$ cat src/rtl/fifo_arb_pkg.sv
// Shared types and default sizing for the FIFO read-port burst arbiter.
package fifo_arb_pkg;

  localparam int NREQ_DEF  = 4;
  localparam int DSIZE_DEF = 8;
  localparam int LENW_DEF  = 4;

  typedef enum logic [0:0] {
    IDLE = 1'b0,
    XFER = 1'b1
  } state_t;

  // Increment with wrap at n; used for the round-robin pointer.
  function automatic int wrap_inc(input int v, input int n);
    return (v + 1 >= n) ? 0 : v + 1;
  endfunction

endpackage

$ cat src/rtl/fifo_rd_arbiter_rr_arbiter.sv
// Combinational round-robin picker: first eligible requester at or after rr_ptr.
module rr_arbiter
  import fifo_arb_pkg::*;
#(
  parameter int NREQ = NREQ_DEF
) (
  input  logic [NREQ-1:0]         eligible,
  input  logic [$clog2(NREQ)-1:0] rr_ptr,
  output logic [NREQ-1:0]         pick,
  output logic [$clog2(NREQ)-1:0] pick_idx,
  output logic                    pick_valid
);

  localparam int IDW = $clog2(NREQ);

  logic [IDW:0]   slot;
  logic [IDW-1:0] cand;

  always_comb begin
    pick       = '0;
    pick_idx   = '0;
    pick_valid = 1'b0;
    slot       = '0;
    cand       = '0;
    for (int k = 0; k < NREQ; k++) begin
      // One extra bit so rr_ptr + k can be folded back for non-power-of-two NREQ.
      slot = {1'b0, rr_ptr} + (IDW+1)'(k);
      if (slot >= (IDW+1)'(NREQ)) begin
        slot = slot - (IDW+1)'(NREQ);
      end
      cand = slot[IDW-1:0];
      if (!pick_valid && eligible[cand]) begin
        pick_valid = 1'b1;
        pick_idx   = cand;
        pick[cand] = 1'b1;
      end
    end
  end

endmodule

$ cat src/rtl/fifo_rd_arbiter.sv
// Grants the FIFO read port to one requester at a time for a fixed-length burst,
// popping one word per non-empty cycle and delivering it tagged with the requester id.
//
// state | meaning
// IDLE  | no burst; arbitrate among eligible requesters each cycle
// XFER  | burst in progress; pop while FIFO non-empty and winner still requesting
module fifo_rd_arbiter
  import fifo_arb_pkg::*;
#(
  parameter int NREQ  = NREQ_DEF,
  parameter int DSIZE = DSIZE_DEF,
  parameter int LENW  = LENW_DEF
) (
  input  logic                       rclk,
  input  logic                       rrst,
  input  logic [NREQ-1:0]            req,
  input  logic [NREQ-1:0][LENW-1:0]  req_len,
  input  logic                       rempty,
  input  logic [DSIZE-1:0]           rdata,
  output logic                       rinc,
  output logic [NREQ-1:0]            gnt,
  output logic                       out_valid,
  output logic [DSIZE-1:0]           out_data,
  output logic [$clog2(NREQ)-1:0]    out_id,
  output logic                       burst_done,
  output logic                       busy
);

  localparam int IDW = $clog2(NREQ);

  state_t          state;
  logic [IDW-1:0]  winner;
  logic [IDW-1:0]  rr_ptr;
  logic [LENW-1:0] count;

  logic [NREQ-1:0] eligible;
  logic [NREQ-1:0] pick;
  logic [IDW-1:0]  pick_idx;
  logic            pick_valid;

  logic            xfer;
  logic            win_req;
  logic            last_pop;
  logic            burst_end;
  logic [IDW-1:0]  next_ptr;

  // A zero-length request would never complete a pop, so it is never eligible.
  always_comb begin
    eligible = '0;
    for (int i = 0; i < NREQ; i++) begin
      eligible[i] = req[i] && (req_len[i] != '0);
    end
  end

  rr_arbiter #(
    .NREQ(NREQ)
  ) u_rr_arbiter (
    .eligible  (eligible),
    .rr_ptr    (rr_ptr),
    .pick      (pick),
    .pick_idx  (pick_idx),
    .pick_valid(pick_valid)
  );

  assign xfer      = (state == XFER);
  assign win_req   = req[winner];
  assign rinc      = xfer && !rempty && win_req;
  assign last_pop  = rinc && (count == LENW'(1));
  assign burst_end = xfer && (!win_req || last_pop);
  assign next_ptr  = IDW'(wrap_inc(int'(winner), NREQ));
  assign busy      = xfer;

  always_ff @(posedge rclk or posedge rrst) begin
    if (rrst) begin
      state      <= IDLE;
      gnt        <= '0;
      winner     <= '0;
      rr_ptr     <= '0;
      count      <= '0;
      burst_done <= 1'b0;
    end else begin
      burst_done <= burst_end;
      case (state)
        IDLE: begin
          if (pick_valid) begin
            state  <= XFER;
            winner <= pick_idx;
            count  <= req_len[pick_idx];
            gnt    <= pick;
          end
        end
        XFER: begin
          // Normal completion and requester abort share the same exit path.
          if (burst_end) begin
            state  <= IDLE;
            gnt    <= '0;
            rr_ptr <= next_ptr;
          end else if (rinc) begin
            count <= count - LENW'(1);
          end
        end
        default: begin
          state <= IDLE;
          gnt   <= '0;
        end
      endcase
    end
  end

  always_ff @(posedge rclk or posedge rrst) begin
    if (rrst) begin
      out_valid <= 1'b0;
      out_data  <= '0;
      out_id    <= '0;
    end else begin
      out_valid <= rinc;
      if (rinc) begin
        out_data <= rdata;
        out_id   <= winner;
      end
    end
  end

endmodule

$ cat config.mk
export PLATFORM = sky130hd
export DESIGN_NAME = fifo_rd_arbiter
export DESIGN_NICKNAME = d
export VERILOG_FILES = /design/src/rtl/fifo_arb_pkg.sv /design/src/rtl/fifo_rd_arbiter_rr_arbiter.sv /design/src/rtl/fifo_rd_arbiter.sv
export SDC_FILE = /design/constraint.sdc
export NUM_CORES = 1
export LEC_CHECK = 0
export BUFFER_PORTS_ARGS = -buffer_cell sky130_fd_sc_hd__buf_2
export CORE_MARGIN = 5
export CORE_UTILIZATION = 47
export DETAILED_ROUTE_END_ITERATION = 6
export GPL_ROUTABILITY_DRIVEN = 0
export PLACE_DENSITY = 0.76
export SETUP_SLACK_MARGIN = 0.02
export SYNTH_ARGS = -nofsm -noshare
export SYNTH_HDL_FRONTEND = slang
export SYNTH_SLANG_ARGS = --single-unit
$ cat constraint.sdc
create_clock -name rclk -period 2.7 [get_ports rclk]
set_clock_uncertainty 0.05 [all_clocks]
set_input_delay 0.27 -clock rclk [delete_from_list [all_inputs] [get_ports rclk]]
set_output_delay 0.27 -clock rclk [all_outputs]
set_load 0.02 [all_outputs]
Word level (Yosys, flattened, before mapping):

Index checks and enable logic that the tools add are counted.

* register bits after elaboration: 25
* bits in latches: 0
* RAM bits: 0
* bits in read-only memories: 0
* input port bits: 31
* output and inout port bits: 18
* word-level logic and storage cells: 118
* memories kept: 0

* $add $sub $neg: 9
* $mul: 0
* divide/modulo/power cells: 0
* $lt $le $gt $ge: 15
* equal/unequal tests: 5
* shift operators: 0
* multiplexer cells: 47
* bitwise gates (word level): 4
* reductions and logical operators: 29

Operator list (count)
* 4-bit 2-to-1 mux: 10
* 2-bit by 3-bit less-than comparator with 1-bit output, second input constant: 6
* 2-bit 2-to-1 mux: 9
* 4-bit case mux with 2 select lines: 2
* 4-bit nonzero test: 4
* 1-bit logical AND: 15
* 1-bit 2-to-1 mux: 15
* 3-bit greater-or-equal comparator, second input constant: 4
* 4-bit OR: 3
* 1-bit binary-select mux with 2-bit select: 5
* 4-bit binary-select mux with 2-bit select: 1
* 1-bit demux with 2-bit select: 4
* 2-bit by 1-bit greater-or-equal comparator with 1-bit output, second input constant: 4
* 2-bit by 1-bit subtractor with 2-bit output, second input constant: 4
* 2-bit by 1-bit adder with 3-bit output, second input constant: 2
* 2-bit by 2-bit adder with 3-bit output, second input constant: 2
* 2-bit inequality test, second input constant: 3
* 2-bit AND reduction: 3
* 1-bit zero test: 5
* 4-bit by 1-bit == test with 1-bit output, second input constant: 1
* 4-bit by 1-bit subtractor with 4-bit output, second input constant: 1
* 2-bit by 3-bit greater-or-equal comparator with 1-bit output, second input constant: 1
* 3-bit AND reduction: 1
* 2-bit by 1-bit inequality test with 1-bit output, second input constant: 1
* 3 further kinds: 3

Longest topological paths before layout:

Gate-level depths: netlist of the first run.

* word-level depth: 18
* depth in mapped cells: 9

Hierarchy:

A second synthesis of the first run with hierarchy kept.

* cell total of the unflattened synthesis: 154
* area, all modules: 1709.1 sq um

Modules (own cells, without submodules)
* fifo_rd_arbiter: instances 1, cells each 109, area an instance 1287.5 sq um
* rr_arbiter: instances 1, cells each 45, area an instance 421.7 sq um

Worst setup path after synthesis of the first run:

OpenSTA, ideal clock, no wires.

* path type: register to register
* start point: register rr_ptr[0]
* end point: register count[0]
* library setup time: 0.134 ns
* arrival time: 2.641 ns
* data required time: 2.516 ns
* setup slack: -0.125 ns
* stages on the path, launching flop included: 10
* buffers on the path: 1
* clock period less this slack: 2.825 ns
* path through: dfrtp_1 > buf_2 > inv_2 > ha_1 > mux4_2 > a32o_1 > a32oi_4 > mux2_1 > nor3b_1 > nor3_1

* word-level cells in the longest chain between the ends: 18

Ends and longest elaborated chain
* start, declared: line fifo_rd_arbiter.sv:33 `logic [IDW-1:0] rr_ptr;`
* start signal, assigned: line fifo_rd_arbiter.sv:97 `rr_ptr <= next_ptr;`
* parallel branches: the longest is 18 deep, another holds 2-bit by 1-bit adder with 3-bit output
* end signal, assigned: line fifo_rd_arbiter.sv:88 `count <= req_len[pick_idx];`
* end signal, assigned: line fifo_rd_arbiter.sv:99 `count <= count - LENW'(1);`
* end, declared: line fifo_rd_arbiter.sv:34 `logic [LENW-1:0] count;`

Several ways; the timed one is not identified. The select of a mux whose other input is x is not followed.
A chain may end at the register's enable or synchronous reset.

Final worst setup path of the first run:

Ends and elaborated chain as after synthesis.

==> results of run 1 <==
## kinds of logic after synthesis
group / share of synthesized area
muxes: 0.149
AOI/OAI and AO/OA: 0.214
DFF: 0.370
adders and majority gates: 0.0814
buffers and inverters: 0.0251
and+or+nand+nor: 0.161
## power by group
group	switching [mW]	internal [mW]	total (mW)
registers	0.140	0.544	0.684
logic	0.886	0.774	1.66
clock network	0.114	0.0566	0.171
total	1.14	1.37	2.51
## state kept, by name, summed over array words and instances (netlist names)
name        flops
burst_done      1
busy            1
gnt             4
count           4
out_valid       1
winner          2
out_id          2
rr_ptr          2
out_data        8
## cell usage after synthesis, types with 3 or more instances
cell type / number
sky130_fd_sc_hd__ha_1: 11
sky130_fd_sc_hd__nor3_1: 7
sky130_fd_sc_hd__inv_1: 6
sky130_fd_sc_hd__o41a_1: 4
sky130_fd_sc_hd__a21oi_1: 10
sky130_fd_sc_hd__mux2_2: 10
sky130_fd_sc_hd__mux4_2: 3
sky130_fd_sc_hd__a22o_2: 4
sky130_fd_sc_hd__nand2_1: 40
sky130_fd_sc_hd__o41ai_1: 5
sky130_fd_sc_hd__dfrtp_1: 25
sky130_fd_sc_hd__o21ai_0: 12
sky130_fd_sc_hd__mux2i_1: 6
sky130_fd_sc_hd__nor2_1: 4
## how the worst max path moves through the flow
stage	startpoint	cells past startpoint	endpoint	slack, ns
3_5_place_dp	req_len[8]	8	count[0]	-0.05
4_1_cts	rr_ptr[0]	8	count[0]	0.02
5_1_grt	rr_ptr[0]	9	count[1]	0.04
2_1_floorplan	req_len[8]	7	count[0]	0.02
6_report	rr_ptr[0]	8	count[0]	0.1
3_3_place_gp	req_len[8]	8	count[0]	-0.008
## what timing repair did
item / 4_1_cts / 5_1_grt
resized for setup: 0 / 2
endpoints found under the setup margin: 0 / 2
hold buffers: 0 / 0
## worst max-delay path, stage by stage, from the launching register on
cell                      delay (ns)
sky130_fd_sc_hd__dfrtp_2        0.49
sky130_fd_sc_hd__inv_4          0.06
sky130_fd_sc_hd__ha_4           0.30
sky130_fd_sc_hd__mux4_2         0.34
sky130_fd_sc_hd__a32o_2         0.28
sky130_fd_sc_hd__a32oi_4        0.32
sky130_fd_sc_hd__mux2_4         0.33
sky130_fd_sc_hd__nor3b_1        0.22
sky130_fd_sc_hd__nor3_1         0.08
## area by class of cell
cell class,instances,area (µm²)
clock inverters,1,7.51
flip-flops and latches,25,627
inverters,8,32.5
well taps,46,57.6
repair buffers,75,443
multi-input cells,141,1050
clock buffers,3,22.5
fillers,311,1180
## per-stage QoR
stage | area (µm²) | std cells | util | setup WS, ns | setup TNS, ns
global route | 2240 | 299 | 0.656 | 0.0377 | 0
global placement | 2210 | 295 | 0.646 | -0.00831 | -0.00831
CTS | 2240 | 299 | 0.655 | 0.0246 | 0
finish | 2240 | 299 | 0.656 | 0.0975 | 0
detailed placement | 2210 | 295 | 0.646 | -0.0545 | -0.0545
floorplan | 1710 | 177 | - | 0.0212 | 0
## per-layer routing
| layer | up-vias | global-route usage |
|---|---|---|
| met4 | 0 | 0.0319 |
| met2 | 47 | 0.340 |
| met1 | 807 | 0.234 |
| li1 | 816 | - |
| met5 | - | 0 |
| met3 | 2 | 0.0287 |
==> PnR_summary.wiki, run 1 <==
{| class="wikitable"
! Metric !! Value
|-
| Status || complete, no violations
|-
| Vias after detailed routing || 1672
|-
| Critical Path Fanout Max || 7
|-
| Slew @ Worst Pin || 0.956 ns
|-
| Remaining design rule violation count || 0
|-
| Most used flip-flop cell after synthesis || sky130_fd_sc_hd__dfrtp_1
|-
| Total clock sinks || 25
|-
| Count of cells along the worst register-to-register path || 8
|-
| Layout cells sized above 1 || 0.411
|-
| Share of synthesized flip-flops with an asynchronous set or reset || 1.00
|-
| Worst reg-to-reg setup slack || 0.1 ns
|-
| Number of unique standard cell types used by synthesis || 39
|-
| Register area share after synthesis || 0.370
|-
| Worst path arrival time || 2.76 ns
|-
| Leakage power total || 1.11 nW
|-
| Signed area change from the synthesized netlist to the final layout || 32.4%
|-
| Std-Cell Core Area || 3420 µm²
|-
| Count of antenna-violating nets left after detailed routing || 0
|-
| MaxCap Viol Count || 0
|-
| Routed wire per std cell || 15.4 µm
|-
| Hold Path Sink || out_data[1]
|-
| Highest-count cells in the layout ignoring fill and taps || sky130_fd_sc_hd__buf_2 (48), sky130_fd_sc_hd__nand2_1 (40), sky130_fd_sc_hd__buf_4 (27)
|-
| # Post-CTS Setup Buffers || 0
|-
| Site Rows || 21
|-
| Starting utilization of the core area || 0.495
|-
| Clock Latency Late Sink || 0.32 ns
|-
| Worst-case clock buffer depth || 2
|-
| Number of buffers added by the clock tree synthesis step || 3
|-
| Number of antenna violations at the first check in global routing || 0
|-
| Port-buffer cells || 48
|-
| Worst-path clk slew || 0.14 ns
|-
| Largest cells by area after synthesis || sky130_fd_sc_hd__dfrtp_1 (37%), sky130_fd_sc_hd__nand2_1 (8.9%), sky130_fd_sc_hd__ha_1 (8.1%), sky130_fd_sc_hd__mux2_2 (6.7%), sky130_fd_sc_hd__mux4_2 (4.0%)
|-
| Slew headroom || 0.362
|-
| Final Max Tran Viols || 0
|-
| Top Metal Used || met4
|-
| Number of warnings printed during yosys synthesis || 0
|-
| Die X || 70.0 µm
|-
| Clk Tree Root Cell || sky130_fd_sc_hd__clkbuf_4
|-
| Wire length of the first global-routing pass || 7580 µm
|-
| Startpoint of the worst hold path || rdata[1]
|-
| Drt total wl || 4600 µm
|-
| Global routing usage summed across all routing layers || 0.186
|-
| Overall overflow remaining after global route || 0
|-
| Worst R2R End || count[0]
|-
| Total count of hold-check failures in the final report || 0
|-
| Diode count || 0
|-
| Mean instance size in the synthesized netlist || 9.56 µm²
|-
| Cell type with the largest total area after synthesis || sky130_fd_sc_hd__dfrtp_1
|-
| Worst setup SP type || flop
|-
| Most common cell after layout, fill and taps aside || sky130_fd_sc_hd__buf_2
|-
| Routed met3 length || 219 µm
|-
| Die Span Y || 70.0 µm
|-
| Worst hold path type || input pin to flop
|-
| IR Drop Worst-Case VDD || 0.525 mV
|-
| Number of nets in the synthesized netlist || 219
|-
| Fraction of the cycle the final worst path needs || 0.964
|-
| TritonRoute pass-1 iters || 4
|-
| Number of nets in the layout || 296
|-
| WL met1 || 1910 µm
|-
| Area share of the largest cell type after synthesis || 0.370
|-
| CTS tree || done
|-
| I/O Pins || 49
|-
| Worst hold margin || 0.0727 ns
|-
| HPWL after DPL || 3680 µm
|-
| EDFF count, synth || 0
|-
| Post-synthesis sequential element count || 25
|-
| Fmax || 0.384 GHz
|-
| Critical setup path kind || flop to flop
|-
| Vias in the first global route || 1636
|-
| Worst Hold Depth || 3
|-
| Unrepaired setup endpoints after global routing || false
|-
| DR vias/cell || 5.59
|-
| Final setup violation count || 0
|-
| Synthesized instance count || 177
|-
| Die area || 4900 µm²
|-
| CTS H-Tree Depth || 1
|-
| Routed wire length on met2 || 2430 µm
|-
| Final Critical Period || 2.60 ns
|-
| Pwr Total || 2.51 mW
|-
| Power per unit of standard cell area || 1120 nW/µm²
|-
| Initial DRC Count || 70
|-
| Netlist area before placement || 1690 µm²
|-
| Origin of the critical flop-to-flop path || rr_ptr[0]
|-
| Endpoint class of the critical path || flop
|-
| Data required time of the worst path || 2.86 ns
|-
| Largest net degree at the start of global routing || 26
|}
No activity file was read; power rests on OpenSTA's default activity.
==> run 2: changes to the inputs <==
--- a/config.mk
+++ b/config.mk
@@ -11,6 +11,7 @@
 export DETAILED_ROUTE_END_ITERATION = 6
 export GPL_ROUTABILITY_DRIVEN = 0
 export PLACE_DENSITY = 0.76
+export REMOVE_ABC_BUFFERS = 1
 export SETUP_SLACK_MARGIN = 0.02
 export SYNTH_ARGS = -nofsm -noshare
 export SYNTH_HDL_FRONTEND = slang
==> PnR_summary.wiki, run 2 (synthesis gave the netlist of run 1 again) <==
{| class="wikitable"
! Metric !! Value
|-
| Critical Path Fanout Max || 6 (was 7)
|-
| Place WS || 0.00240 ns (was -0.0545 ns)
|-
| Signed area change from the synthesized netlist to the final layout || 28.8% (was 32.4%)
|-
| Flip-flop count of the largest register, all copies and words added || 8 (unchanged)
|-
| Data required time of the worst path || 2.86 ns (about the same)
|-
| Diode count || 0 (unchanged)
|-
| Fraction of the cycle the final worst path needs || 0.925 (was 0.964)
|-
| MaxCap Viol Count || 0 (unchanged)
|-
| Number of buffers added by the clock tree synthesis step || 3 (unchanged)
|-
| Remaining design rule violation count || 0 (unchanged)
|-
| Critical setup path kind || flop to flop (unchanged)
|-
| Most common cell after layout, fill and taps aside || sky130_fd_sc_hd__buf_2 (unchanged)
|-
| Vias after detailed routing || 1635 (was 1672)
|-
| Initial DRC Count || 113 (was 70)
|-
| CTS H-Tree Depth || 1 (unchanged)
|-
| Wire length of the first global-routing pass || 7510 µm (was 7580 µm)
|-
| Drt total wl || 4430 µm (was 4600 µm)
|-
| Largest net degree at the start of global routing || 26 (unchanged)
|-
| Total clock sinks || 25 (unchanged)
|-
| IR Drop Worst-Case VDD || 0.617 mV (was 0.525 mV)
|-
| Status || complete, no violations (unchanged)
|-
| Worst path arrival time || 2.66 ns (was 2.76 ns)
|-
| Biggest register || out_data (unchanged)
|-
| Die Span Y || 70.0 µm (unchanged)
|-
| Worst-case clock buffer depth || 2 (unchanged)
|-
| Site Rows || 21 (unchanged)
|-
| Worst setup SP type || flop (unchanged)
|-
| Cell area reported after detailed placement || 2150 µm² (was 2210 µm²)
|-
| Largest registers || out_data (8), count (4), gnt (4) (unchanged)
|-
| Power per unit of standard cell area || 1120 nW/µm² (about the same)
|-
| Count of antenna-violating nets left after detailed routing || 0 (unchanged)
|-
| Die area || 4900 µm² (unchanged)
|-
| Unrepaired setup endpoints after global routing || false (unchanged)
|-
| Vias in the first global route || 1585 (was 1636)
|-
| Final Max Tran Viols || 0 (unchanged)
|-
| Global routing usage summed across all routing layers || 0.187 (was 0.186)
|-
| Die X || 70.0 µm (unchanged)
|-
| Port-buffer cells || 48 (unchanged)
|-
| HPWL after DPL || 3560 µm (was 3680 µm)
|-
| Final Critical Period || 2.50 ns (was 2.60 ns)
|-
| Leakage power total || 1.08 nW (was 1.11 nW)
|-
| Cell with the biggest individual delay on the critical path || sky130_fd_sc_hd__ha_2 (was sky130_fd_sc_hd__dfrtp_2)
|-
| # Post-CTS Setup Buffers || 0 (unchanged)
|-
| Std-Cell Core Area || 3420 µm² (unchanged)
|-
| Clock Latency Late Sink || 0.32 ns (about the same)
|-
| Final setup violation count || 0 (unchanged)
|-
| Worst reg-to-reg setup slack || 0.20 ns (was 0.1 ns)
|-
| Highest-count cells in the layout ignoring fill and taps || sky130_fd_sc_hd__buf_2 (48), sky130_fd_sc_hd__nand2_1 (40), sky130_fd_sc_hd__dfrtp_1 (25) (was sky130_fd_sc_hd__buf_2 (48), sky130_fd_sc_hd__nand2_1 (40), sky130_fd_sc_hd__buf_4 (27))
|-
| Cell chain of the critical path || inv_1 -> ha_2 -> mux4_2 -> a32o_1 -> a32oi_4 -> mux2_1 -> nor3b_1 -> nor3_1 (was inv_4 -> ha_4 -> mux4_2 -> a32o_2 -> a32oi_4 -> mux2_4 -> nor3b_1 -> nor3_1)
|-
| Post-Layout Inst Area || 2180 µm² (was 2240 µm²)
|-
| Total count of hold-check failures in the final report || 0 (unchanged)
|-
| Layout cells sized above 1 || 0.379 (was 0.411)
|-
| Post-route insts no fill || 294 (was 299)
|-
| Min setup slack post-route || 0.202 ns (was 0.0975 ns)
|-
| Fmax || 0.400 GHz (was 0.384 GHz)
|-
| Number of nets in the layout || 291 (was 296)
|-
| Overall overflow remaining after global route || 0 (unchanged)
|-
| Maximum single-stage delay on the critical path || 0.39 ns (was 0.49 ns)
|-
| Number of cells in the design after placement || 290 (was 295)
|-
| Worst hold path type || input pin to async pin (was input pin to flop)
|-
| I/O Pins || 49 (unchanged)
|-
| Worst hold margin || 0.0824 ns (was 0.0727 ns)
|-
| Slew headroom || 0.378 (was 0.362)
|-
| CTS tree || done (unchanged)
|-
| Worst-path clk slew || 0.13 ns (was 0.14 ns)
|-
| DR vias/cell || 5.56 (was 5.59)
|-
| TritonRoute pass-1 iters || 4 (unchanged)
|-
| Number of antenna violations at the first check in global routing || 0 (unchanged)
|-
| Starting utilization of the core area || 0.495 (unchanged)
|-
| Routed wire per std cell || 15.1 µm (was 15.4 µm)
|-
| Slew @ Worst Pin || 0.932 ns (was 0.956 ns)
|-
| Clk Tree Root Cell || sky130_fd_sc_hd__clkbuf_4 (unchanged)
|-
| Endpoint class of the critical path || flop (unchanged)
|}
==> run 2: per-stage QoR <==
step | utilization | power, mW | setup TNS (ns)
final | 0.638 | 2.44 | 0
after global routing | 0.638 | 2.67 | 0
after CTS | 0.637 | 2.45 | 0
after detailed placement | 0.629 | 2.28 | 0
after global placement | 0.629 | 2.24 | 0
after floorplan | - | 1.75 | -1.03
==> run 2: cell type report <==
class	instances	area, µm²
flip-flops and latches	25	626
well taps	46	57.6
repair buffers	70	405
clock buffers	4	26.3
fillers	305	1240
inverters	8	30.0
multi-input cells	141	1030
==> run 2: power by group <==
group          total, mW  internal [mW]  switching (mW)  leakage, nW
Sequential         0.668          0.543           0.125        0.311
Combinational       1.61          0.735           0.876        0.750
Clock              0.166         0.0578           0.108       0.0150
Total               2.44           1.34            1.11         1.08
==> run 2: worst paths after layout <==
| check | startpoint | end | depth (start not counted) |
|---|---|---|---|
| max | rr_ptr[1] | count[0] | 8 |
| max reg2reg | rr_ptr[1] | count[0] | 8 |
| max in group asynchronous | rrst | gnt[0] | 2 |
| min in group rclk | rdata[6] | out_data[6] | 3 |
| min | rrst | out_data[1] | 2 |
| min reg2reg | out_data[7] | out_data[7] | 2 |
==> run 2: per-layer routing <==
metal,routed length [µm],part of all wire,track usage,vias to the layer above
met5,0,0,0,-
met4,31,0.0070,0.0404,0
met3,229,0.052,0.0416,5
met2,2300,0.52,0.321,42
met1,1870,0.42,0.241,787
li1,-,-,-,801
==> run 2: worst max-delay path, delay by kind of cell (launching register included) <==
kind | cells | cell delay, ns
simple gates | 2 | 0.27
compound gates | 2 | 0.54
fa+ha+maj | 1 | 0.39
mux | 2 | 0.71
buf+inv | 1 | 0.06
flops | 1 | 0.37
==> run 2: repair_timing <==
item | 4_1_cts | 5_1_grt
hold buffers | 0 | 0
endpoints found under the setup margin | 0 | 1
resized for setup | 0 | 2
